--- config.mk ---
export PLATFORM = sky130hd
export DESIGN_NAME = md5_farm_controller
export DESIGN_NICKNAME = d
export VERILOG_FILES = /design/src/rtl/md5_farm_pkg.sv /design/src/rtl/md5_farm_controller_rr_arbiter.sv /design/src/rtl/md5_farm_controller.sv
export SDC_FILE = /design/constraint.sdc
export NUM_CORES = 1
export LEC_CHECK = 0
export CAP_MARGIN = 20
export CORE_AREA = 2 2 467 469
export DETAILED_ROUTE_END_ITERATION = 8
export DIE_AREA = 0 0 469 471
export DONT_BUFFER_PORTS = 1
export HOLD_SLACK_MARGIN = 0.05
export SLEW_MARGIN = 0
export SYNTH_ARGS = -nofsm -noshare
export SYNTH_HDL_FRONTEND = slang
export SYNTH_SLANG_ARGS = --single-unit
--- constraint.sdc ---
create_clock -name clock -period 15.75 [get_ports clock]
set_clock_uncertainty 0.2 [all_clocks]
set_input_delay 2.3625 -clock clock [delete_from_list [all_inputs] [get_ports clock]]
set_output_delay 2.3625 -clock clock [all_outputs]
set_load 0.03 [all_outputs]
--- src/rtl/md5_farm_pkg.sv ---
// Shared types, constants and LFSR helper for the md5 farm controller.
package md5_farm_pkg;

    typedef enum logic [2:0] {
        ST_IDLE,
        ST_LOAD,
        ST_RELEASE,
        ST_RUN,
        ST_DONE,
        ST_TIMEOUT
    } state_t;

    // x^16+x^14+x^13+x^11+1 in right-shifting Fibonacci form: the
    // feedback bit is the XOR of bits 0, 2, 3 and 5 and enters at bit 15.
    localparam logic [15:0] LFSR_TAP_MASK     = 16'h002D;
    localparam logic [15:0] LFSR_DEFAULT_SEED = 16'hACE1;

    function automatic logic [15:0] lfsr_next(input logic [15:0] cur);
        logic fb;
        fb = ^(cur & LFSR_TAP_MASK);
        return {fb, cur[15:1]};
    endfunction

endpackage

--- src/rtl/md5_farm_controller_rr_arbiter.sv ---
// Combinational round-robin picker: lowest pending index at or above the
// pointer, wrapping around.
module rr_arbiter
    import md5_farm_pkg::*;
#(
    parameter  int CHANNELS = 8,
    localparam int CH_W     = (CHANNELS > 1) ? $clog2(CHANNELS) : 1
) (
    input  logic [CHANNELS-1:0] pending,
    input  logic [CH_W-1:0]     ptr,
    output logic [CH_W-1:0]     grant,
    output logic                grant_valid
);

    int unsigned idx;

    // Scan offsets from farthest to nearest so the nearest pending wins.
    always_comb begin
        grant       = '0;
        grant_valid = 1'b0;
        idx         = 0;
        for (int unsigned k = CHANNELS; k > 0; k--) begin
            idx = (int'(ptr) + k - 1) % CHANNELS;
            if (pending[idx]) begin
                grant       = CH_W'(idx);
                grant_valid = 1'b1;
            end
        end
    end

endmodule

--- src/rtl/md5_farm_controller.sv ---
// Staggered-release controller for an array of md5 calculator channels,
// collecting each digest once onto a channel-tagged valid/ready stream.
module md5_farm_controller
    import md5_farm_pkg::*;
#(
    parameter  int          CHANNELS       = 8,
    parameter  int          DATA_WIDTH     = 128,
    parameter  int          MAX_DELAY      = 5,
    parameter  int          TIMEOUT_CYCLES = 0,
    parameter  logic [15:0] SEED           = 16'h0001,
    localparam int          CH_W           = (CHANNELS > 1) ? $clog2(CHANNELS) : 1
) (
    input  logic                           clock,
    input  logic                           reset,
    input  logic                           start,
    output logic [CHANNELS-1:0]            ch_reset,
    input  logic [CHANNELS-1:0]            ch_done,
    input  logic [CHANNELS*DATA_WIDTH-1:0] ch_data,
    output logic                           out_valid,
    input  logic                           out_ready,
    output logic [CH_W-1:0]                out_channel,
    output logic [DATA_WIDTH-1:0]          out_data,
    output logic                           busy,
    output logic                           all_done,
    output logic                           timeout,
    output logic [31:0]                    cycles
);

    localparam int          DW       = $clog2(MAX_DELAY + 2);
    localparam logic [15:0] SEED_EFF = (SEED == 16'h0000) ? LFSR_DEFAULT_SEED : SEED;

    state_t                  state_q, state_d;
    logic [15:0]             lfsr_q, lfsr_d;
    logic [CH_W-1:0]         load_idx_q, load_idx_d;
    logic [DW-1:0]           rel_cnt_q, rel_cnt_d;
    logic [DW-1:0]           delay_q [CHANNELS];
    logic [DW-1:0]           delay_d [CHANNELS];
    logic [CHANNELS-1:0]     ch_reset_q, ch_reset_d;
    logic [CHANNELS-1:0]     reported_q, reported_d;
    logic [CH_W-1:0]         rr_ptr_q, rr_ptr_d;
    logic                    out_valid_q, out_valid_d;
    logic [CH_W-1:0]         out_channel_q, out_channel_d;
    logic [DATA_WIDTH-1:0]   out_data_q, out_data_d;
    logic                    busy_q, busy_d;
    logic                    all_done_q, all_done_d;
    logic                    timeout_q, timeout_d;
    logic [31:0]             cycles_q, cycles_d;

    logic [CHANNELS-1:0]     pending;
    logic [CH_W-1:0]         grant_idx;
    logic                    grant_valid;
    logic                    collect;
    logic                    busy_now;

    assign pending = ch_done & ~ch_reset_q & ~reported_q;

    rr_arbiter #(.CHANNELS(CHANNELS)) u_arb (
        .pending     (pending),
        .ptr         (rr_ptr_q),
        .grant       (grant_idx),
        .grant_valid (grant_valid)
    );

    // Next-state, stream, release and cycle-counter logic.
    always_comb begin
        state_d       = state_q;
        lfsr_d        = lfsr_q;
        load_idx_d    = load_idx_q;
        rel_cnt_d     = rel_cnt_q;
        delay_d       = delay_q;
        ch_reset_d    = ch_reset_q;
        reported_d    = reported_q;
        rr_ptr_d      = rr_ptr_q;
        out_valid_d   = out_valid_q;
        out_channel_d = out_channel_q;
        out_data_d    = out_data_q;
        cycles_d      = cycles_q;

        collect  = (state_q == ST_RELEASE) || (state_q == ST_RUN);
        busy_now = (state_q == ST_LOAD) || collect;

        if (out_valid_q && out_ready) begin
            out_valid_d = 1'b0;
        end
        if (collect && (!out_valid_q || out_ready) && grant_valid) begin
            out_valid_d           = 1'b1;
            out_channel_d         = grant_idx;
            out_data_d            = ch_data[int'(grant_idx)*DATA_WIDTH +: DATA_WIDTH];
            reported_d[grant_idx] = 1'b1;
            rr_ptr_d              = (grant_idx == CH_W'(CHANNELS - 1)) ? '0 : grant_idx + 1'b1;
        end

        if (busy_now && cycles_q != '1) begin
            cycles_d = cycles_q + 32'd1;
        end

        case (state_q)
            ST_IDLE, ST_DONE, ST_TIMEOUT: begin
                if (start) begin
                    reported_d = '0;
                    cycles_d   = '0;
                    load_idx_d = '0;
                    ch_reset_d = '1;
                    state_d    = ST_LOAD;
                end
            end
            ST_LOAD: begin
                delay_d[load_idx_q] = DW'(2 + int'(lfsr_q) % MAX_DELAY);
                lfsr_d              = lfsr_next(lfsr_q);
                if (load_idx_q == CH_W'(CHANNELS - 1)) begin
                    rel_cnt_d = '0;
                    state_d   = ST_RELEASE;
                end else begin
                    load_idx_d = load_idx_q + 1'b1;
                end
            end
            ST_RELEASE: begin
                rel_cnt_d = rel_cnt_q + 1'b1;
                for (int unsigned i = 0; i < CHANNELS; i++) begin
                    if (rel_cnt_q == delay_q[i]) begin
                        ch_reset_d[i] = 1'b0;
                    end
                end
                if (rel_cnt_q == DW'(MAX_DELAY + 1)) begin
                    state_d = ST_RUN;
                end
            end
            ST_RUN: begin
                if ((&reported_q) && (!out_valid_q || out_ready)) begin
                    state_d = ST_DONE;
                end
            end
            default: state_d = ST_IDLE;
        endcase

        // Completion has priority; the counter holds at the limit so the
        // flag and the count are seen together.
        if (TIMEOUT_CYCLES != 0 && busy_now && cycles_q == 32'(TIMEOUT_CYCLES)
            && state_d != ST_DONE) begin
            state_d  = ST_TIMEOUT;
            cycles_d = cycles_q;
        end

        busy_d     = (state_d == ST_LOAD) || (state_d == ST_RELEASE) || (state_d == ST_RUN);
        all_done_d = (state_d == ST_DONE);
        timeout_d  = (state_d == ST_TIMEOUT);
    end

    // State and registered-output flops with synchronous reset.
    always_ff @(posedge clock) begin
        if (reset) begin
            state_q       <= ST_IDLE;
            lfsr_q        <= SEED_EFF;
            load_idx_q    <= '0;
            rel_cnt_q     <= '0;
            for (int unsigned i = 0; i < CHANNELS; i++) begin
                delay_q[i] <= '0;
            end
            ch_reset_q    <= '1;
            reported_q    <= '0;
            rr_ptr_q      <= '0;
            out_valid_q   <= 1'b0;
            out_channel_q <= '0;
            out_data_q    <= '0;
            busy_q        <= 1'b0;
            all_done_q    <= 1'b0;
            timeout_q     <= 1'b0;
            cycles_q      <= '0;
        end else begin
            state_q       <= state_d;
            lfsr_q        <= lfsr_d;
            load_idx_q    <= load_idx_d;
            rel_cnt_q     <= rel_cnt_d;
            delay_q       <= delay_d;
            ch_reset_q    <= ch_reset_d;
            reported_q    <= reported_d;
            rr_ptr_q      <= rr_ptr_d;
            out_valid_q   <= out_valid_d;
            out_channel_q <= out_channel_d;
            out_data_q    <= out_data_d;
            busy_q        <= busy_d;
            all_done_q    <= all_done_d;
            timeout_q     <= timeout_d;
            cycles_q      <= cycles_d;
        end
    end

    assign ch_reset    = ch_reset_q;
    assign out_valid   = out_valid_q;
    assign out_channel = out_channel_q;
    assign out_data    = out_data_q;
    assign busy        = busy_q;
    assign all_done    = all_done_q;
    assign timeout     = timeout_q;
    assign cycles      = cycles_q;

endmodule

# == After elaboration in Yosys (flattened, before gate mapping) ==
# Index checks and enable logic that the tools add are counted.
# totals
reg_bits,235
in_bits,1036
out_inout_bits,175
word_cells,200
# op_classes
add_sub_neg,21
div_mod_pow,1
order_cmp,12
n_eq_ne,33
shifts,1
muxes,66
n_bitwise,6
n_reduce_logical,31
# ops
cell,n
variable part select 1024 x 11 -> 128 bit,1
2-to-1 mux 32 bit,3
2-to-1 mux 3 bit,17
less-than comparator 3 x 4 -> 1 bit (second input constant),9
adder 32 x 1 -> 32 bit (second input constant),1
modulo 17 x 4 -> 32 bit (second input constant),1
2-to-1 mux 8 bit,4
!= test 32 bit (second input constant),1
2-to-1 mux 1 bit,27
AND reduction 3 bit,9
binary-select mux 1 bit (select 3 bit),8
bitwise mux 24 bit,1
equality test 3 bit,8
subtractor 3 x 1 -> 3 bit (second input constant),8
equality test 3 bit (second input constant),7
!= test 2 x 1 -> 1 bit (second input constant),9
bitwise AND 8 bit,2
NOT 8 bit,2
case mux 8 bit (2 select lines),1
parity 16 bit,1
adder 3 x 1 -> 3 bit (second input constant),5
adder 3 bit (second input constant),4
equality test 3 x 2 -> 1 bit (second input constant),4
case mux 3 bit (2 select lines),2
other kinds (20),36

# == Logic depth before layout (Yosys ltp) ==
# depth
ltp_word,21
depth_mapped,51
mapped_depth_nobuf,42

# == Cells and area by module ==
# Synthesis repeated with hierarchy kept, for this count alone.
# hier_totals
cells_unflattened,2264
area_unflattened_um2,21856.0
# modules_own_cells
module,instances,cells_each,area_per_inst_um2,seq_area_each_um2
md5_farm_controller,1,2174,21074.0,4704.5
rr_arbiter,1,90,782.0,0.0

# == Least setup slack after synthesis ==
# No wires, ideal clock.
# synth_path
path_type,flip-flop to flip-flop
start,register lfsr_q[13]
end,register delay_q[19] in the netlist's numbering
setup_ps,76
t_arrival_ps,10805
required_ps,15474
slack_ps,4669
path_stages_with_launch,44
path_buffers,3
synth_period_minus_slack_ps,11081
path_cell_list,dfxtp_1 > buf_4 > nor2_4 > inv_2 > ha_1 > and2b_1 > maj3_1 > o21ai_1 > o21a_1 > o31a_1 > buf_2 > and3_1 > a211oi_1 > a221oi_1 > nand2_1 > o2111a_1 > or4_1 > a21o_1 > [8 not listed] > nand4_2 > nor2_1 > xnor2_1 > ha_1 > and3_1 > nor4_1 > nand3_1 > nor4_2 > o21ai_0 > xnor2_1 > ha_1 > a21oi_1 > or4b_1 > o32ai_1 > o2111ai_2 > or3b_1 > buf_2 > o22ai_1
# synth_between
elab_chain_cells,3
# synth_lines
item,line_no,source
"start, declared",md5_farm_controller.sv:33,"logic [15:0] lfsr_q, lfsr_d;"
"start signal, assigned",md5_farm_controller.sv:171,lfsr_q <= lfsr_d;
modulo 17 x 4 -> 32 bit,md5_farm_controller.sv:108,delay_d[load_idx_q] = DW'(2 + int'(lfsr_q) % MAX_DELAY);
adder 3 bit,md5_farm_controller.sv:108,
bitwise mux 24 bit,md5_farm_controller.sv:108,
"end signal, assigned",md5_farm_controller.sv:174,delay_q <= delay_d;
"end, declared",md5_farm_controller.sv:36,logic [DW-1:0] delay_q [CHANNELS];
# No other way between the ends.
# A chain may end at the register's enable or synchronous reset.

# == Worst setup path in the final report ==
# layout_path
start,register lfsr_q[13]
end,register delay_q[23] in the netlist's numbering
# Same word-level chain as after synthesis.

==> metrics.log <==
INFO  metric outcome = finished clean
INFO  metric post_cts.repair.setup_buffers = 0
INFO  metric post_place_setup_slack = 1768 ps
INFO  metric worst_setup_path_start_kind = flop
INFO  metric flip_flop_and_latch_area = 0.004705 mm²
INFO  metric antenna_violating_nets_post_route = 0
INFO  metric tritoncts_num_sinks = 235
INFO  metric drt_pre_antenna_iters = 7
INFO  metric syn_inst = 3,516
INFO  metric multi_input_comb_area = 0.01678 mm²
INFO  metric critPathMostFrequentCell = sky130_fd_sc_hd__nand2_1
INFO  metric p_switching = 1.915 mW
INFO  metric setup-violations-final = 0
INFO  metric synth_most_common_cell = sky130_fd_sc_hd__nand2_1
INFO  metric floorplan.die.width = 469 µm
INFO  metric worst-endpoint-arrival = 14,440 ps
INFO  metric tightest_slew = 1316 ps
INFO  metric power_frac_comb = 0.599
INFO  metric drv.max_cap_violation_count = 0
INFO  metric yosysTopAreaCell = sky130_fd_sc_hd__dfxtp_1
INFO  metric routed_wirelength = 235,800 µm
INFO  metric start_util = 0.1047
INFO  metric routed_via_density = 4.526
INFO  metric asyncSetResetFlopFracSynth = 0
INFO  metric critical_path.max_fanout = 26
INFO  metric insertion_delay = 630 ps
INFO  metric grt_setup_unrepaired = false
INFO  metric power.switching_fraction = 0.5112
INFO  metric row_count = 171
INFO  metric seqPwrFrac = 0.163
INFO  metric worst_ep_required_time = 16,020 ps
INFO  metric class_of_the_tightest_hold_or_removal_check = flop to flop
INFO  metric detail_route.drc_violations = 0
INFO  metric setup_slack = 1579 ps
INFO  metric route.vias.total = 28,432
INFO  metric antenna_found_initial = 229
INFO  metric max_stage_delay = 710 ps
INFO  metric holdBufCountCts = 0
INFO  metric final_core_area_utilization = 0.1260
INFO  metric cts.repair.resized = 0
INFO  metric ys_seq_area_frac = 0.2079
INFO  metric synth_cell_types = 114
INFO  metric track_usage = 0.2025
INFO  metric type_of_the_setup_path_with_the_least_slack = flop to flop
INFO  metric num_io_pins = 1,211
INFO  metric buffer_ports.inserted = 0
INFO  metric cts_made_buffers = 37
INFO  metric max-clock-path-buffers = 3
INFO  metric report.final.hold_viol_count = 0
INFO  metric timing.final.max_slew_violations = 0
INFO  metric clk_root_buffer_cell = sky130_fd_sc_hd__clkbuf_16
INFO  metric grt_pass1_vias = 26,024
INFO  metric cts_tree = built
INFO  metric drive_gt1_frac = 0.07096
INFO  metric synth.ff_latch_count = 235
INFO  metric synth_commonest_cells = sky130_fd_sc_hd__nand2_1 (931), sky130_fd_sc_hd__clkbuf_1 (264), sky130_fd_sc_hd__nor2_1 (252)
INFO  metric p_leak = 8.911 nW
INFO  metric layout_min_cycle_time = 14,170 ps
INFO  metric grt_max_degree = 191
INFO  metric p_int = 1.832 mW
INFO  metric synth_top_area_share = 0.2079
INFO  metric dominant_delay_contributor_by_cell_family_on_the_critical_path = simple AND/OR/NAND/NOR gates
INFO  metric synth.top_cells.by_area = sky130_fd_sc_hd__dfxtp_1 (21%), sky130_fd_sc_hd__nand2_1 (15%), sky130_fd_sc_hd__a311oi_1 (7.0%)
INFO  metric buf_inv_on_cp = 2
INFO  metric detail_route.iter0.violations = 2,803
INFO  metric final_min_period_over_clock_period = 0.8997
INFO  metric die-height = 471 µm
INFO  metric synthFlopType = sky130_fd_sc_hd__dfxtp_1
INFO  metric fmaxAchievable = 70.57 MHz
INFO  metric cts.clk_slew.worst_paths = 60 ps
INFO  metric maxSlewHeadroom = 0.1169
INFO  metric weighted_congestion_reported_at_the_end_of_routability_driven_placement = 1.023
INFO  metric final.fill_count = 25,392
INFO  metric peak_supply_drop = 0.1243 mV
INFO  metric area_growth = 20.37%
INFO  metric htreeDepth = 2
INFO  metric yosys_warnings = 0
INFO  metric power-per-cell-area = 137.6 mW/mm²
INFO  metric average_wire_per_standard_cell = 37.54 µm
INFO  metric clock_power_share = 0.238
INFO  metric num-nets-final = 4,366
INFO  metric wire_length_of_the_first_global_routing_pass = 288,700 µm
INFO  metric syn-num-nets = 4,567
INFO  metric place_hpwl = 202,900 µm
INFO  metric p_total = 3.747 mW
INFO  metric design_area = 0.02724 mm²
INFO  metric fin_tns_setup = 0 ps
INFO  metric critical_path.endpoint_type = flop
INFO  metric grt.overflow.total = 0
INFO  metric slowest_cell_on_the_critical_path = sky130_fd_sc_hd__dfxtp_1
INFO  metric dpl-instance-area = 0.02577 mm²
INFO  metric die_area = 0.2209 mm²
INFO  metric syn_area_per_cell = 6.436 µm²
INFO  metric synth-edff-count = 0
INFO  metric design.core.area = 0.2161 mm²
INFO  metric synth.cell_area = 0.02263 mm²
## tightest hold or removal path: cells and delay by family, from the launching register on
family,cells,cell delay (ps)
DFF,1,350
AOI/OAI and AO/OA,1,50
and+or+nand+nor,1,70
## through the flow
stage / cells / hold slack [ps]
after floorplan: 3516 / 259.1
after global placement: 6128 / 277.9
after detailed placement: 6128 / 288.7
after CTS: 6192 / 305.2
after global routing: 6244 / 328.6
final: 6282 / 307.6
## sequential cells by signal, summed over array words and instances, names as in the netlist, 3 cells and up
register and cells:
ch_reset 8, cycles 32, delay_q 24, lfsr_q 16, load_idx_q 3, out_channel 3
out_data 128, rel_cnt_q 3, reported_q 8, rr_ptr_q 3, state_q 3
## power by group through the flow
stage / Clock (mW) / Combinational (mW) / Sequential [mW]
finish: 0.893 / 2.24 / 0.610
global route: 0.947 / 2.42 / 0.610
CTS: 0.940 / 2.22 / 0.610
detailed placement: 0 / 2.21 / 0.623
global placement: 0 / 2.23 / 0.623
floorplan: 0 / 1.50 / 0.618
## cells by family (layout without fill, tap and decap cells)
kind of cell / Yosys count / in the layout / share of synthesized area
adders and majority gates: 20 / 20 / 0.01051
DFF: 235 / 235 / 0.2079
muxes: 26 / 26 / 0.01205
and+or+nand+nor: 1787 / 1787 / 0.3552
xor gates and xnor gates: 81 / 81 / 0.03168
AOI/OAI and AO/OA: 1017 / 1017 / 0.3234
other: 0 / 88 / 0
buffers and inverters: 350 / 174 / 0.05928
## layout make-up
type | instances | area share
antenna | 88 | 0.008085
timing repair buffer | 75 | 0.02150
tap | 2854 | 0.1311
sequential | 235 | 0.1727
clock buffer | 47 | 0.03840
clock inverter | 17 | 0.006845
multi-input combinational | 2931 | 0.6160
inverter | 35 | 0.005375
## worst paths after layout
check                                               from                  endpoint  slack, ps  cells after the start
worst max-delay path             lfsr_q[13]$_SDFFE_PP0P_  delay_q[23]$_SDFFE_PP0P_       1580                     41
worst min-delay path            reported_q[5]$_SDFF_PP0_  reported_q[5]$_SDFF_PP0_        310                      2
worst max register to register   lfsr_q[13]$_SDFFE_PP0P_  delay_q[23]$_SDFFE_PP0P_       1580                     41
worst min register to register  reported_q[5]$_SDFF_PP0_  reported_q[5]$_SDFF_PP0_        310                      2
## cell usage in the layout (no fill, tap or decap), types with 8 or more instances in the layout
cell type,count
sky130_fd_sc_hd__and3_1,75
sky130_fd_sc_hd__o211ai_1,17
sky130_fd_sc_hd__buf_4,71
sky130_fd_sc_hd__dfxtp_1,235
sky130_fd_sc_hd__nand2b_1,22
sky130_fd_sc_hd__a211oi_2,18
sky130_fd_sc_hd__o41ai_1,8
sky130_fd_sc_hd__a211o_1,8
sky130_fd_sc_hd__inv_1,30
sky130_fd_sc_hd__a311oi_2,8
sky130_fd_sc_hd__o21a_1,10
sky130_fd_sc_hd__xor2_1,40
sky130_fd_sc_hd__clkbuf_16,39
sky130_fd_sc_hd__a21o_1,52
sky130_fd_sc_hd__a221oi_1,43
sky130_fd_sc_hd__ha_1,15
sky130_fd_sc_hd__xnor2_1,40
sky130_fd_sc_hd__a31oi_1,36
sky130_fd_sc_hd__diode_2,88
sky130_fd_sc_hd__mux2i_1,19
sky130_fd_sc_hd__o21ai_0,93
sky130_fd_sc_hd__nand2_1,931
sky130_fd_sc_hd__a21oi_1,237
sky130_fd_sc_hd__nand3_1,174
sky130_fd_sc_hd__o31ai_1,10
sky130_fd_sc_hd__a311oi_1,174
sky130_fd_sc_hd__nand4_1,29
sky130_fd_sc_hd__nor2_1,249
sky130_fd_sc_hd__o21ai_1,12
sky130_fd_sc_hd__nor4_1,15
sky130_fd_sc_hd__a211oi_1,155
sky130_fd_sc_hd__and2_1,59
sky130_fd_sc_hd__nor2b_1,22
sky130_fd_sc_hd__o22ai_1,15
sky130_fd_sc_hd__nand3b_1,11
sky130_fd_sc_hd__or3_1,19
sky130_fd_sc_hd__and2_0,22
sky130_fd_sc_hd__nor3_1,103
## per-layer routing
layer,vias to the layer above,GRT usage,share of wire
met3,494,0.09211,0.11
met4,76,0.1031,0.056
met2,1787,0.3507,0.49
met1,13576,0.2029,0.34
met5,-,0.0002196,0.0022
li1,12499,-,-
Power figures use the tool's default switching activity.
